## config.mk

```make
export PLATFORM = sky130hd
export DESIGN_NAME = flags_ctrl
export DESIGN_NICKNAME = d
export VERILOG_FILES = /design/src/rtl/flags_pkg.sv /design/src/rtl/flags_stack.sv /design/src/rtl/flags_ctrl.sv
export SDC_FILE = /design/constraint.sdc
export NUM_CORES = 1
export LEC_CHECK = 0
export CAP_MARGIN = 40
export CELL_PAD_IN_SITES_DETAIL_PLACEMENT = 0
export CELL_PAD_IN_SITES_GLOBAL_PLACEMENT = 1
export CORE_AREA = 2 2 93 95
export DETAILED_ROUTE_END_ITERATION = 8
export DIE_AREA = 0 0 95 97
export HOLD_SLACK_MARGIN = 0.1
export PLACE_DENSITY = 0.7
export SETUP_SLACK_MARGIN = 0.05
export SLEW_MARGIN = 40
export SYNTH_ARGS = -nofsm -noshare
export SYNTH_HDL_FRONTEND = slang
export SYNTH_SLANG_ARGS = --single-unit
```

## constraint.sdc

```tcl
create_clock -name clk -period 3.25 [get_ports clk]
set_clock_uncertainty 0.1 [all_clocks]
set_input_delay 0.8125 -clock clk [delete_from_list [all_inputs] [get_ports clk]]
set_output_delay 0.8125 -clock clk [all_outputs]
set_load 0.01 [all_outputs]
```

## src/rtl/flags_pkg.sv

```systemverilog
// Shared definitions for the FLAGS controller: bit positions, software op
// encodings and the sequencing FSM states.
package flags_pkg;

  localparam int Z_B  = 0;
  localparam int N_B  = 1;
  localparam int C_B  = 2;
  localparam int V_B  = 3;
  localparam int IE_B = 4;

  localparam logic [15:0] RESERVED_MASK = 16'hFFE0;

  localparam logic [1:0] OP_SET  = 2'b00;
  localparam logic [1:0] OP_CLR  = 2'b01;
  localparam logic [1:0] OP_LOAD = 2'b10;
  localparam logic [1:0] OP_TGL  = 2'b11;

  typedef enum logic [1:0] {
    IDLE,
    SAVE_CLR,
    RESTORE_LD
  } state_e;

endpackage

```

## src/rtl/flags_stack.sv

```systemverilog
// LIFO shadow stack holding saved FLAGS values so interrupt entries can nest.
// Entry contents are left unreset; only the pointer returns to empty.
module flags_stack
  import flags_pkg::*;
#(
  parameter int WIDTH = 16,
  parameter int DEPTH = 4
) (
  input  logic             clk,
  input  logic             rst_b,
  input  logic             push,
  input  logic             pop,
  input  logic [WIDTH-1:0] din,
  output logic [WIDTH-1:0] top,
  output logic             full,
  output logic             empty
);

  localparam int AW = $clog2(DEPTH);
  localparam int PW = AW + 1;

  logic [WIDTH-1:0] mem_q [DEPTH];
  logic [PW-1:0]    ptr_q;
  logic [PW-1:0]    ptr_d;
  logic [PW-1:0]    ptr_m1;
  logic             do_push;
  logic             do_pop;

  assign full    = (ptr_q == PW'(DEPTH));
  assign empty   = (ptr_q == '0);
  assign do_push = push && !full;
  assign do_pop  = pop && !empty && !push;
  assign ptr_m1  = ptr_q - PW'(1);
  assign top     = mem_q[ptr_m1[AW-1:0]];

  always_comb begin
    ptr_d = ptr_q;
    if (do_push) begin
      ptr_d = ptr_q + PW'(1);
    end else if (do_pop) begin
      ptr_d = ptr_m1;
    end
  end

  always_ff @(posedge clk) begin
    if (!rst_b) begin
      ptr_q <= '0;
    end else begin
      ptr_q <= ptr_d;
    end
  end

  always_ff @(posedge clk) begin
    if (do_push) begin
      mem_q[ptr_q[AW-1:0]] <= din;
    end
  end

endmodule

```

## src/rtl/flags_ctrl.sv

```systemverilog
// Owns the architectural FLAGS register and arbitrates ALU, software and
// interrupt save/restore updates (restore > save > software > ALU).
module flags_ctrl
  import flags_pkg::*;
#(
  parameter int FLAG_W      = 16,
  parameter int STACK_DEPTH = 4
) (
  input  logic              clk,
  input  logic              rst_b,
  input  logic              alu_req,
  input  logic [3:0]        alu_flags,
  input  logic [3:0]        alu_mask,
  output logic              alu_gnt,
  input  logic              sw_req,
  input  logic [1:0]        sw_op,
  input  logic [FLAG_W-1:0] sw_mask,
  input  logic [FLAG_W-1:0] sw_data,
  output logic              sw_gnt,
  input  logic              irq_save,
  input  logic              irq_restore,
  output logic              irq_done,
  output logic [FLAG_W-1:0] flags,
  output logic              stk_full,
  output logic              stk_empty,
  output logic              err
);

  // Only Z, N, C, V and IE exist; everything above reads as zero.
  localparam logic [FLAG_W-1:0] KEEP_MASK = FLAG_W'({(IE_B + 1){1'b1}});

  state_e            state_q, state_d;
  logic [FLAG_W-1:0] flags_q, flags_d;
  logic              flags_en;
  logic              err_q, err_d;
  logic              done_q, done_d;
  logic              push, pop;
  logic [FLAG_W-1:0] stk_top;
  logic              alu_gnt_c, sw_gnt_c;

  flags_stack #(
    .WIDTH (FLAG_W),
    .DEPTH (STACK_DEPTH)
  ) u_stack (
    .clk   (clk),
    .rst_b (rst_b),
    .push  (push),
    .pop   (pop),
    .din   (flags_q),
    .top   (stk_top),
    .full  (stk_full),
    .empty (stk_empty)
  );

  always_comb begin
    state_d   = state_q;
    flags_d   = flags_q;
    flags_en  = 1'b0;
    err_d     = err_q;
    done_d    = 1'b0;
    push      = 1'b0;
    pop       = 1'b0;
    alu_gnt_c = 1'b0;
    sw_gnt_c  = 1'b0;
    case (state_q)
      IDLE: begin
        if (irq_restore) begin
          if (stk_empty) begin
            err_d  = 1'b1;
            done_d = 1'b1;
          end else begin
            state_d = RESTORE_LD;
          end
        end else if (irq_save) begin
          // A save on a full stack still drops IE so the handler runs masked.
          if (stk_full) begin
            err_d = 1'b1;
          end else begin
            push = 1'b1;
          end
          state_d = SAVE_CLR;
        end else if (sw_req) begin
          sw_gnt_c = 1'b1;
          flags_en = 1'b1;
          case (sw_op)
            OP_SET:  flags_d = flags_q | sw_mask;
            OP_CLR:  flags_d = flags_q & ~sw_mask;
            OP_LOAD: flags_d = (flags_q & ~sw_mask) | (sw_data & sw_mask);
            OP_TGL:  flags_d = flags_q ^ sw_mask;
            default: flags_d = flags_q;
          endcase
        end else if (alu_req) begin
          alu_gnt_c = 1'b1;
          flags_en  = 1'b1;
          flags_d[V_B:Z_B] = (flags_q[V_B:Z_B] & ~alu_mask) | (alu_flags & alu_mask);
        end
      end
      SAVE_CLR: begin
        flags_d[IE_B] = 1'b0;
        flags_en      = 1'b1;
        done_d        = 1'b1;
        state_d       = IDLE;
      end
      RESTORE_LD: begin
        flags_d  = stk_top;
        flags_en = 1'b1;
        pop      = 1'b1;
        done_d   = 1'b1;
        state_d  = IDLE;
      end
      default: state_d = IDLE;
    endcase
    flags_d = flags_d & KEEP_MASK;
  end

  always_ff @(posedge clk) begin
    if (!rst_b) begin
      state_q <= IDLE;
      flags_q <= '0;
      err_q   <= 1'b0;
      done_q  <= 1'b0;
    end else begin
      state_q <= state_d;
      err_q   <= err_d;
      done_q  <= done_d;
      if (flags_en) begin
        flags_q <= flags_d;
      end
    end
  end

  assign alu_gnt  = alu_gnt_c && rst_b;
  assign sw_gnt   = sw_gnt_c && rst_b;
  assign irq_done = done_q;
  assign flags    = flags_q;
  assign err      = err_q;

endmodule

```

# Word-level counts from Yosys, hierarchy flattened
# Memories as Yosys holds them, arrays and structs flattened.
# Index checks and enable logic that the tools add are counted.
# classes
add_sub_neg	2
eq_ne	12
mux	40
n_bitwise	10
reduce_logical	22
# ops
cell	count
1-bit two-way mux	26
5-bit case mux with 4 select lines	1
5-bit bitwise AND	2
5-bit two-way mux	2
5-bit bitwise OR	2
5-bit AND reduction	2
4-bit bitwise AND	2
4-bit two-way mux	2
2-bit inequality test (second input constant)	4
4-bit case mux with 2 select lines	1
2-bit nonzero test	4
2-bit equality test (second input constant)	3
2-bit two-way mux	3
3-bit two-way mux	2
1-bit logical AND	5
5-bit inverter	1
5-bit XOR	1
2-bit by 1-bit equality test with 1-bit output (second input constant)	2
2-bit zero test	2
4-bit inverter	1
4-bit bitwise OR	1
1-bit case mux with 2 select lines	2
2-bit AND reduction	2
4-bit AND reduction	1
other kinds (10)	12
# totals
regBits	12
mem_bits_rw	20
output_inout_bits	22
wordCells	93
mem_count	1
# mem_list
name	depth	word_bits	rd	rd_ports_with_merged_regs	write_ports	line_no	rtl
u_stack.mem_q	4	5	1	0	1	flags_stack.sv:22	logic [WIDTH-1:0] mem_q [DEPTH];

# Logic depth before layout (Yosys ltp)
# Gate-level depths: netlist of run 1.
# logic_depth
depth_word	9
ltp_mapped	8
ltp_nobuf	6

# By module
# A second synthesis of run 1 with hierarchy kept.
# unflattened
cells_unflattened	271
hier_area_um2	3731.1
# modules_own_cells
module	n_inst	cells_each	area_per_inst_um2	seq_area_each_um2
flags_stack	1	125	2633.8	1981.9
flags_ctrl	1	146	1097.3	180.2

# Least setup slack after synthesis of run 1
# No wires, ideal clock.
# synth_timing
path_type	in2out
from	input irq_restore
to	output alu_gnt
t_arrival_ns	1.385
required_ns	2.338
slack_ns	0.953
stages	3
n_path_buf	1
cell_sequence	buf_6 > nor3b_4 > and4b_2
# synth_between
elab_chain_cells	3
# synth_lines
item	line_no	rtl
start: declaration	flags_ctrl.sv:21	input logic irq_restore,
1-bit two-way mux	flags_ctrl.sv:67	if (irq_restore) begin
1-bit two-way mux	flags_ctrl.sv:65	case (state_q)
1-bit logical AND	flags_ctrl.sv:132	assign alu_gnt = alu_gnt_c && rst_b;
end: declaration	flags_ctrl.sv:14	output logic alu_gnt,
# Every way passes these cells.

# Final worst setup path of run 1
# layout_timing
from	input irq_save
to	output sw_gnt
# layout_between
elab_chain_cells	4
# layout_lines
item	line_no	rtl
start: declaration	flags_ctrl.sv:20	input logic irq_save,
1-bit two-way mux	flags_ctrl.sv:74	end else if (irq_save) begin
1-bit two-way mux	flags_ctrl.sv:67	
1-bit two-way mux	flags_ctrl.sv:65	
1-bit logical AND	flags_ctrl.sv:133	assign sw_gnt = sw_gnt_c && rst_b;
end: declaration	flags_ctrl.sv:19	output logic sw_gnt,
# Every way passes these cells.

==> results.txt, run 1 <==
----------------------------------------------------
[Yosys]
  Portion of the post-synthesis area used by sequential elements ... 0.400
  Mapped cell area ... ~2100 sq um
  Average cell area after synthesis ... between 10 and 15 sq um
  FF+latch count, synth ... 32
  Post-Synthesis Cells ... around 190
  YS warnings ... 0
  Unique cell type count in the Yosys netlist ... 41

[Power]
  Power density over the cells ... 427 nW/um^2
  Peak supply drop ... 0.188 mV
  Pwr Total ... 1.13 mW
  Leakage power of the design ... 1.07 nW

[Route]
  Detailed-routed wire length on met2 ... between 2000 and 2500 microns
  DR WL/cell ... 13.2 microns
  Iteration-0 DRC count of the detailed router ... 60
  Topmost layer with routed signal wires ... met3
  Router iterations before antenna repair ... 4
  Post-route DRC ... 0
  Vias per Instance ... approximately 4.5
  Drt total wl ... 4430 microns
  Total number of vias ... 1,498
  Routed length on met3 ... 287 microns
  Antenna violation net count after detailed routing ... 0
  DRT met1 WL ... slightly above 2000 microns

[Timing]
  Final critical delay including setup and external delays ... between 3 and 4 ns
  Setup repair after global routing missed its margin ... false
  Aggregate negative setup slack ... 0 ns
  Final-report hold violation count ... 0
  Pins Over Slew Limit ... 0
  Max Clk Rate ... between 0.3 and 0.4 GHz
  Worst slew pin tran ... roughly 0.65 ns
  Final clock period utilization by the worst path ... 0.962
  Post-Route Hold Slack ... 0.385 ns
  Max transition margin ... 0.567
  Final setup fails ... 0
  Post-route worst setup slack ... approximately 0.13 ns

[CTS]
  Depth of the CTS H-tree ... 2
  Cts bufs inserted ... 5
  Clock sink count ... 32
  TritonCTS clock tree ... yes
  Clock network latency to the later pin of the worst-skew pair ... 0.29 ns
  Clock Pin Slew Worst Setup and Hold Paths ... 0.07 ns
  Maximum count of clock buffers along a single path ... 2
  Clock Root Buffer ... clkbuf_8

[Setup path]
  Worst r2r src ... state_q[0]$_SDFFE_PN0P_
  Critical Path Start Type ... input pin
  Worst path required time ... 2.34 ns
  Type of element capturing the critical path ... output pin
  Worst setup path startpoint ... irq_save
  Category of the most critical setup path ... in -> out
  Data arrival time of the worst path ... 2.21 ns
  Highest net fanout along the worst path ... 3

[Layout]
  Final instance count without filler cells ... 336
  Number of filler cells placed in the layout ... 841
  Final core occ ... 0.326
  Post-layout nets ... 296
  Fraction of layout cells with a size suffix above 1 ... 0.143
  Area added between synthesis and finish ... 25.9%
  Antenna Diode Count ... 0
  Final std cell area, no fill ... roughly 2700 sq um

[Global route]
  Pin count of the biggest net entering global routing ... 18
  Antenna violations before repair ... 0
  Final global-route overflow total ... 0
  GRT Overall Usage ... 0.102
  Vias in the first global route ... 1,498
  First-pass GRT wire length ... 7290 microns

[Placement]
  Placed inst area ... 2530 sq um
  Number of input and output port buffers inserted ... 36
  Detailed placer's ending HPWL ... 3330 microns
  Weighted congestion at the end of routability-driven global placement ... 0.796
  Setup WS pre-CTS ... 0.0536 ns
  Cell Count Post-Placement ... roughly 330

[Die]
  Initial cell density of the core ... 0.259
  Floorplan Core Area ... 8130 sq um
  Die Height ... 97 microns
  Boundary pin count ... 70
  Die Wd ... 95 microns
  Overall die area ... 9220 sq um
  Site row count ... 33

[Min path]
  Startpoint of the most critical hold path ... err$_SDFFE_PN0P_
  Path class of the lowest-slack min-delay path ... reg -> reg

[Flow run]
  Number of max-capacitance violations reported ... 0

[Status]
  Outcome ... completed

----------------------------------------------------
critical path, cell delays in order:
cell	delay [ns]
clkdlybuf4s50_1	0.46
nor3b_4	0.22
and3_2	0.19
clkdlybuf4s50_1	0.52
layer usage:
layer,up-vias,global-route usage
li1,733,-
met3,0,0.0335
met5,-,0
met1,718,0.134
met4,0,0.0167
met2,47,0.166
where the power goes:
part / internal, mW / switching (mW)
clock network: 0.227 / 0.150
logic: 0.141 / 0.137
registers: 0.458 / 0.0183
total: 0.826 / 0.305
logic make-up after synthesis:
family                     after synthesis  share of synthesized area
buffers and inverters                   45                      0.116
and+or+nand+nor                         44                      0.122
DFF                                     32                      0.400
AOI/OAI and AO/OA                       31                      0.118
adders and majority gates               18                      0.107
muxes                                   17                      0.131
other                                    1                    0.00178
xor gates and xnor gates                 1                    0.00416
what timing repair did:
action,in CTS,in global routing
hold buffers,0,0
pin swaps,1,0
buffers inserted,1,0
gates resized for setup,0,1
endpoints found under the setup margin,1,1
cells in the final DEF, fill, tap and decap left out, types with 4 or more instances in the layout:
master,Yosys,routed
mux2_1,5,5
edfxtp_1,20,20
clkbuf_8,0,5
clkdlybuf4s50_1,0,35
dfxtp_1,12,12
mux4_2,8,8
mux2i_1,4,4
nor2_1,9,9
conb_1,1,11
and3_1,5,5
nand2_1,13,13
a21oi_1,5,5
inv_1,25,25
nand2b_1,4,4
buf_4,13,7
a221oi_2,4,4
o31ai_1,5,5
o21ai_0,4,4
ha_1,18,18
Yosys cell counts, drive strengths merged:
cell	n	area share
a221oi	4	0.029
a32o	1	0.0054
edfxtp	20	0.29
inv	25	0.045
a21o	1	0.0036
mux4	8	0.086
o21ai	4	0.0095
nor2b	1	0.0030
nand3b	1	0.0036
o31ai	5	0.018
nor3b	1	0.0089
conb	1	0.0018
and3	8	0.029
nand4bb	1	0.0054
a211oi	2	0.0071
o2111ai	1	0.0042
mux2	5	0.027
and4b	1	0.0054
ha	18	0.11
a21oi	5	0.012
and3b	1	0.0042
a22oi	2	0.0071
nand2	13	0.023
a311o	1	0.0048
clkinv	1	0.0018
nor3	3	0.0071
mux2i	4	0.019
xnor2	1	0.0042
and2b	1	0.0042
nor2	9	0.016
nand2b	4	0.012
o21bai	1	0.0036
dfxtp	12	0.11
o221ai	1	0.0042
buf	19	0.070
o21ba	1	0.0048
a31oi	2	0.0059
worst paths after layout:
kind                                         end  slack [ns]  cells after the start
worst max-delay path                      sw_gnt        0.13                      4
worst min-delay path            err$_SDFFE_PN0P_        0.39                      2
worst max register to register              flop        1.26                      6
worst min register to register  err$_SDFFE_PN0P_        0.39                      2
area by class of cell:
| class | instances | area (sq um) | share of cell area |
|---|---|---|---|
| multi-input cells | 122 | 1060 | 0.399 |
| well taps | 105 | 131 | 0.0496 |
| inverters | 26 | 97.6 | 0.0368 |
| clock buffers | 6 | 72.6 | 0.0274 |
| clock inverters | 2 | 35.0 | 0.0132 |
| repair buffers | 43 | 415 | 0.157 |
| flip-flops and latches | 32 | 841 | 0.317 |
No activity file was read; power rests on OpenSTA's default activity.
==> run 2: changes to the inputs <==
--- a/config.mk
+++ b/config.mk
@@ -8,11 +8,11 @@
 export CAP_MARGIN = 40
 export CELL_PAD_IN_SITES_DETAIL_PLACEMENT = 0
 export CELL_PAD_IN_SITES_GLOBAL_PLACEMENT = 1
-export CORE_AREA = 2 2 93 95
+export CORE_AREA = 2 2 78 80
 export DETAILED_ROUTE_END_ITERATION = 8
-export DIE_AREA = 0 0 95 97
+export DIE_AREA = 0 0 80 82
 export HOLD_SLACK_MARGIN = 0.1
-export PLACE_DENSITY = 0.7
+export PLACE_DENSITY = 0.92
 export SETUP_SLACK_MARGIN = 0.05
 export SLEW_MARGIN = 40
 export SYNTH_ARGS = -nofsm -noshare
==> run 2 against run 1 <==
  * Worst setup slack better by 0.21 ns
  * Sequential share of layout area up 0.89 points
  * First-iteration DRC count up 8.3%
  * Hold slack better by 0.010 ns
  * Combinational power down 1%
  * Wire length down 2.5%
  * Maximum frequency up 7.2%
  * Sequential power about the same
  * Flip-flop and latch count unchanged
  * Register-to-register slack worse by 0.05 ns
  * Core utilization up 12 points
  * Power down 7.6%
  * Critical endpoint is now alu_gnt
==> results.txt, run 2 (synthesis gave the netlist of run 1 again) <==
----------------------------------------------------
[Timing]
  Setup repair after global routing missed its margin ... false
  Aggregate negative setup slack ... 0 ns (unchanged)
  Final setup fails ... 0 (unchanged)
  Worst slew pin tran ... 0.585 ns (-0.0653 ns)
  Max Clk Rate ... 0.343 GHz (+7.2%)
  Max transition margin ... 0.610 (+0.0435)
  Final critical delay including setup and external delays ... 2.92 ns (-0.209 ns)
  Pins Over Slew Limit ... 0 (unchanged)
  Final-report hold violation count ... 0 (unchanged)
  Final clock period utilization by the worst path ... 0.897 (-0.0644)

[Min path]
  Path class of the lowest-slack min-delay path ... reg -> reg
  Endpoint with the worst hold slack ... err$_SDFFE_PN0P_
  Worst hold path depth ... 2 (unchanged)
  Startpoint of the most critical hold path ... err$_SDFFE_PN0P_

[Die]
  Die Wd ... 80 microns (-16%)
  Initial cell density of the core ... 0.366 (+0.108)
  Floorplan Core Area ... 5750 sq um (-29%)
  Die Height ... 82 microns (-15%)
  Boundary pin count ... 70 (unchanged)
  Overall die area ... 6560 sq um (-29%)
  Site row count ... 28 (-15%)

[Route]
  Antenna violation net count after detailed routing ... 0 (unchanged)
  Drt total wl ... 4320 microns (-2.5%)
  Post-route DRC ... 0 (unchanged)
  Vias per Instance ... 4.91 (+10%)
  Total number of vias ... 1,497 (-0.067%)
  DR WL/cell ... 14.2 microns (+7.4%)
  Router iterations before antenna repair ... 4 (unchanged)
  Iteration-0 DRC count of the detailed router ... 65 (+8.3%)

[CTS]
  Clock sink count ... 32 (unchanged)
  Clock Root Buffer ... clkbuf_8
  TritonCTS clock tree ... yes
  Maximum count of clock buffers along a single path ... 2 (unchanged)
  Clock Pin Slew Worst Setup and Hold Paths ... 0.06 ns (about the same)
  Cts bufs inserted ... 5 (unchanged)
  Depth of the CTS H-tree ... 2 (unchanged)
  Number of buffers inserted by hold repair at cts ... 0 (unchanged)
  Clock network latency to the later pin of the worst-skew pair ... 0.28 ns (about the same)

[Global route]
  First-pass GRT wire length ... 7000 microns (-4.0%)
  Antenna violations before repair ... 0 (unchanged)
  Vias in the first global route ... 1,492 (-0.40%)
  GRT Overall Usage ... 0.141 (+0.0390)
  Final global-route overflow total ... 0 (unchanged)
  Pin count of the biggest net entering global routing ... 18 (unchanged)

[Setup path]
  Critical Path Start Type ... input pin
  Cell breakdown of the critical path ... clkdlybuf4s50_1, nor3b_4, and4b_2, dlygate4sd2_1
  Worst path top cell family by delay ... buffers and inverters
  Data arrival time of the worst path ... 2.00 ns (-0.21 ns)
  Slowest stage cell on the critical path ... clkdlybuf4s50_1
  Worst path required time ... 2.34 ns (about the same)
  Category of the most critical setup path ... in -> out
  Critical path's largest stage delay ... 0.45 ns (-0.07 ns)
  Depth of the worst register-to-register path ... 7 (+1)
  Highest net fanout along the worst path ... 3 (unchanged)
  Flop-to-flop setup slack ... 1.21 ns (-0.05 ns)
  Worst r2r src ... state_q[0]$_SDFFE_PN0P_
  Buffering stage count on the worst path with inverters included ... 2 (unchanged)
  Type of element capturing the critical path ... output pin

[Placement]
  Weighted congestion at the end of routability-driven global placement ... 0.808 (+1.5%)
  Number of input and output port buffers inserted ... 36 (unchanged)
  Cell Count Post-Placement ... 296 (-9.5%)
  Detailed placer's ending HPWL ... 3230 microns (-3.1%)

[Layout]
  Post-layout nets ... 295 (-0.34%)
  Combined area of the multi-input logic cells ... 1060 sq um (unchanged)
  Fraction of layout cells with a size suffix above 1 ... 0.135 (-0.00807)
  Area added between synthesis and finish ... 22.5%
  Leading cell types in the layout, fill and taps excluded ... clkdlybuf4s50_1, inv_1, edfxtp_1
  Combined flip-flop and latch cell area ... 841 sq um (unchanged)
  Most common cell after layout, fill and taps aside ... clkdlybuf4s50_1
  Final instance count without filler cells ... 305 (-9.2%)
  Antenna Diode Count ... 0 (unchanged)
  Number of filler cells placed in the layout ... 559 (-34%)

[Power]
  Peak supply drop ... 0.202 mV (+7.0%)
  Leakage power of the design ... 1.06 nW (-1.2%)
  Pwr Total ... 1.04 mW (-7.6%)
  Power density over the cells ... 405 nW/um^2 (-5.0%)

[Status]
  Outcome ... completed

[Flow run]
  Number of max-capacitance violations reported ... 0 (unchanged)

----------------------------------------------------
run 2: cell count changes in the layout (fill, tap and decap cells not counted):
cell             delta
bufinv_16           -1
dlygate4sd2_1       +1
clkbuf_1            +1
buf_4               -1
clkdlybuf4s50_1     -1
run 2: repair_timing:
action	4_1_cts	5_1_grt
gates resized for setup	1	1
pin swaps	0	1
setup buffers	0	1
endpoints found under the setup margin	1	1
run 2: area by class of cell:
cell class                 count  share of cell area
timing repair buffer          42               0.158
clock inverter                 1             0.00194
multi-input combinational    122               0.410
inverter                      26              0.0379
sequential                    32               0.326
clock buffer                   7              0.0296
tap                           75              0.0364
run 2: worst max path at each step:
stage | start | endpoint | slack [ns] | depth (start not counted)
2_1_floorplan | irq_restore | alu_gnt | 0.95 | 3
3_3_place_gp | irq_restore | alu_gnt | 0.05 | 4
3_5_place_dp | irq_restore | alu_gnt | 0.04 | 4
4_1_cts | irq_restore | sw_gnt | 0.09 | 4
5_1_grt | irq_save | alu_gnt | 0.27 | 4
6_report | irq_save | alu_gnt | 0.33 | 4
run 2: report_power, final:
group          switching, mW  total, mW  internal, mW
Combinational          0.135      0.274         0.139
Clock                  0.144      0.294         0.150
Sequential            0.0196      0.477         0.458
Total                  0.298       1.04         0.747
run 2: metal layers:
metal / GRT usage / routed length [microns] / vias up
met1: 0.170 / 1890 / 717
met4: 0.0407 / 49 / 0
met3: 0.0363 / 207 / 6
met5: 0 / 0 / -
met2: 0.251 / 2180 / 37
li1: - / - / 737
run 2: through the flow:
| stage | setup WS (ns) | util | area (sq um) | hold slack (ns) |
|---|---|---|---|---|
| final | 0.334 | 0.449 | 2580 | 0.395 |
| after global routing | 0.270 | 0.449 | 2580 | 0.456 |
| after global placement | 0.0533 | 0.433 | 2490 | 0.372 |
| after floorplan | 0.953 | - | 2140 | 0.405 |
| after detailed placement | 0.0355 | 0.433 | 2490 | 0.367 |
| after CTS | 0.0931 | 0.447 | 2570 | 0.400 |
run 2: worst min-delay path, cell delays in order, from the launching register on:
cell     delay [ns]
dfxtp_1        0.34
a31oi_1        0.05
nor2_1         0.07
==> run 3: changes to the inputs <==
--- a/config.mk
+++ b/config.mk
@@ -8,13 +8,14 @@
 export CAP_MARGIN = 40
 export CELL_PAD_IN_SITES_DETAIL_PLACEMENT = 0
 export CELL_PAD_IN_SITES_GLOBAL_PLACEMENT = 1
-export CORE_AREA = 2 2 78 80
+export CORE_AREA = 2 2 67 69
 export DETAILED_ROUTE_END_ITERATION = 8
-export DIE_AREA = 0 0 80 82
+export DIE_AREA = 0 0 69 71
+export DONT_BUFFER_PORTS = 1
 export HOLD_SLACK_MARGIN = 0.1
-export PLACE_DENSITY = 0.92
+export PLACE_DENSITY = 0.9
 export SETUP_SLACK_MARGIN = 0.05
-export SLEW_MARGIN = 40
+export SLEW_MARGIN = 30
 export SYNTH_ARGS = -nofsm -noshare
 export SYNTH_HDL_FRONTEND = slang
 export SYNTH_SLANG_ARGS = --single-unit
==> run 3 against run 2 <==
  * Wire length decreased by 11%
  * Cell count decreased by 21%
  * Core utilization increased by 6.2 points
  * Via count decreased by 11%
  * Hold slack improved by 0.049 ns
  * Largest cell class unchanged
  * Largest power group unchanged
  * Highest routed layer unchanged
==> results.txt, run 3 (synthesis gave the netlist of run 1 again) <==
----------------------------------------------------
[Die]
  Site row count ... 24 (-14%)
  Die Height ... 71 microns (-13%)
  Overall die area ... 4900 sq um (-25%)
  Floorplan Core Area ... 4200 sq um (-27%)
  Boundary pin count ... 70 (unchanged)
  Initial cell density of the core ... 0.501 (+0.134)
  Die Wd ... 69 microns (-14%)

[Global route]
  Final global-route overflow total ... 0 (unchanged)
  GRT Overall Usage ... 0.166 (+0.0244)
  Pin count of the biggest net entering global routing ... 18 (unchanged)
  Antenna violations before repair ... 0 (unchanged)
  First-pass GRT wire length ... 6240 microns (-11%)
  Vias in the first global route ... 1,338 (-10%)

[Timing]
  Aggregate negative setup slack ... 0 ns (unchanged)
  Max Clk Rate ... 0.404 GHz (+18%)
  Pins Over Slew Limit ... 0 (unchanged)
  Max transition margin ... 0.581 (-0.0296)
  Final critical delay including setup and external delays ... 2.48 ns (-0.439 ns)
  Worst slew pin tran ... 0.629 ns (+0.0443 ns)
  Final setup fails ... 0 (unchanged)
  Setup repair after global routing missed its margin ... false
  Final-report hold violation count ... 0 (unchanged)
  Final clock period utilization by the worst path ... 0.762 (-0.135)

[Placement]
  Number of input and output port buffers inserted ... 0 (-100%)
  Placed inst area ... 2070 sq um (-17%)
  Weighted congestion at the end of routability-driven global placement ... 0.806 (-0.28%)
  Detailed placer's ending HPWL ... 2910 microns (-9.8%)

[Route]
  DRT met1 WL ... 1660 microns (-12%)
  Post-route DRC ... 0 (unchanged)
  Routed length on met3 ... 247 microns (+19%)
  Drt total wl ... 3860 microns (-11%)
  Total number of vias ... 1,327 (-11%)
  Iteration-0 DRC count of the detailed router ... 43 (-34%)
  Router iterations before antenna repair ... 4 (unchanged)
  DR WL/cell ... 16.0 microns (+13%)
  Detailed-routed wire length on met2 ... 1900 microns (-13%)
  Topmost layer with routed signal wires ... met4
  Vias per Instance ... 5.51 (+12%)
  Antenna violation net count after detailed routing ... 0 (unchanged)

[Layout]
  Area added between synthesis and finish ... 2.08%
  Final std cell area, no fill ... 2150 sq um (-17%)
  Antenna Diode Count ... 0 (unchanged)
  Most common cell after layout, fill and taps aside ... inv_1
  Leading cell types in the layout, fill and taps excluded ... inv_1, edfxtp_1, ha_1
  Post-layout nets ... 254 (-14%)
  Final core occ ... 0.511 (+0.0624)
  Number of filler cells placed in the layout ... 403 (-28%)
  Fraction of layout cells with a size suffix above 1 ... 0.132 (-0.00251)

[Setup path]
  Category of the most critical setup path ... reg -> out
  Data arrival time of the worst path ... 1.56 ns (-0.44 ns)
  Worst path required time ... 2.34 ns (about the same)
  Critical Path Start Type ... flop
  Type of element capturing the critical path ... output pin
  Highest net fanout along the worst path ... 9 (+6)

[CTS]
  Number of buffers inserted by hold repair at cts ... 0 (unchanged)
  Setup repair bufs after CTS ... 0 (unchanged)
  Clock network latency to the later pin of the worst-skew pair ... 0.28 ns (about the same)
  Clock sink count ... 32 (unchanged)
  Clock Root Buffer ... clkbuf_8
  Cts bufs inserted ... 5 (unchanged)
  Clock Pin Slew Worst Setup and Hold Paths ... 0.06 ns (about the same)
  Maximum count of clock buffers along a single path ... 2 (unchanged)
  TritonCTS clock tree ... yes
  Depth of the CTS H-tree ... 2 (unchanged)
  CTS-repair resized insts ... 0 (-1)

[Power]
  Peak supply drop ... 0.265 mV (+31%)
  Power density over the cells ... 447 nW/um^2 (+10%)
  Leakage power of the design ... 0.872 nW (-18%)

[Flow run]
  Number of max-capacitance violations reported ... 0 (unchanged)

[Status]
  Outcome ... completed

[Min path]
  Path class of the lowest-slack min-delay path ... reg -> reg

----------------------------------------------------
[run 3: cell count changes in the layout (fill, tap and decap cells not counted), sizes merged]
cell           previous run  this run
dlygate4sd2               1         0
clkdlybuf4s50            34         0
dlymetal6s2s              1         0
buf                       6         1
[run 3: worst max-delay path, cell delays in order (launching register included)]
cell and delay [ns]:
dfxtp_1 0.33, inv_1 0.09, ha_1 0.32, nor3b_4 0.27, and4b_2 0.29
[run 3: layer usage]
metal	up-vias	GRT usage
met5	-	0
met4	0	0.0545
met3	5	0.0570
met2	48	0.277
met1	629	0.203
li1	645	-
[run 3: metrics by stage]
step | worst slack [ns] | hold slack (ns) | power, mW | std cells
after floorplan | 0.953 | 0.405 | 0.671 | 199
after global placement | 1.04 | 0.432 | 0.685 | 233
after detailed placement | 1.03 | 0.433 | 0.689 | 233
after CTS | 0.748 | 0.450 | 0.972 | 241
after global routing | 0.696 | 0.474 | 1.01 | 241
final | 0.773 | 0.444 | 0.960 | 241
[run 3: path summary, 6_finish.rpt]
check / to / slack, ns / from / depth (start not counted)
setup / recovery: alu_gnt / 0.77 / state_q[0]$_SDFFE_PN0P_ / 4
hold / removal: state_q[0]$_SDFFE_PN0P_ / 0.44 / state_q[0]$_SDFFE_PN0P_ / 2
setup reg to reg: flop / 1.26 / u_stack.ptr_q[1]$_SDFFE_PN0P_ / 6
hold reg to reg: state_q[0]$_SDFFE_PN0P_ / 0.44 / state_q[0]$_SDFFE_PN0P_ / 2
[run 3: area by class of cell]
cell class	count	area, sq um	share of cell area
clock buffers	7	76.3	0.0355
multi-input cells	122	1060	0.492
clock inverters	1	3.75	0.00175
inverters	26	97.6	0.0454
repair buffers	1	7.51	0.00349
well taps	52	65.1	0.0303
flip-flops and latches	32	841	0.391
[run 3: power breakdown]
group | leakage, nW | internal (mW) | switching [mW]
combinational | 0.547 | 0.0888 | 0.108
clock | 0.0399 | 0.149 | 0.132
sequential | 0.285 | 0.458 | 0.0244
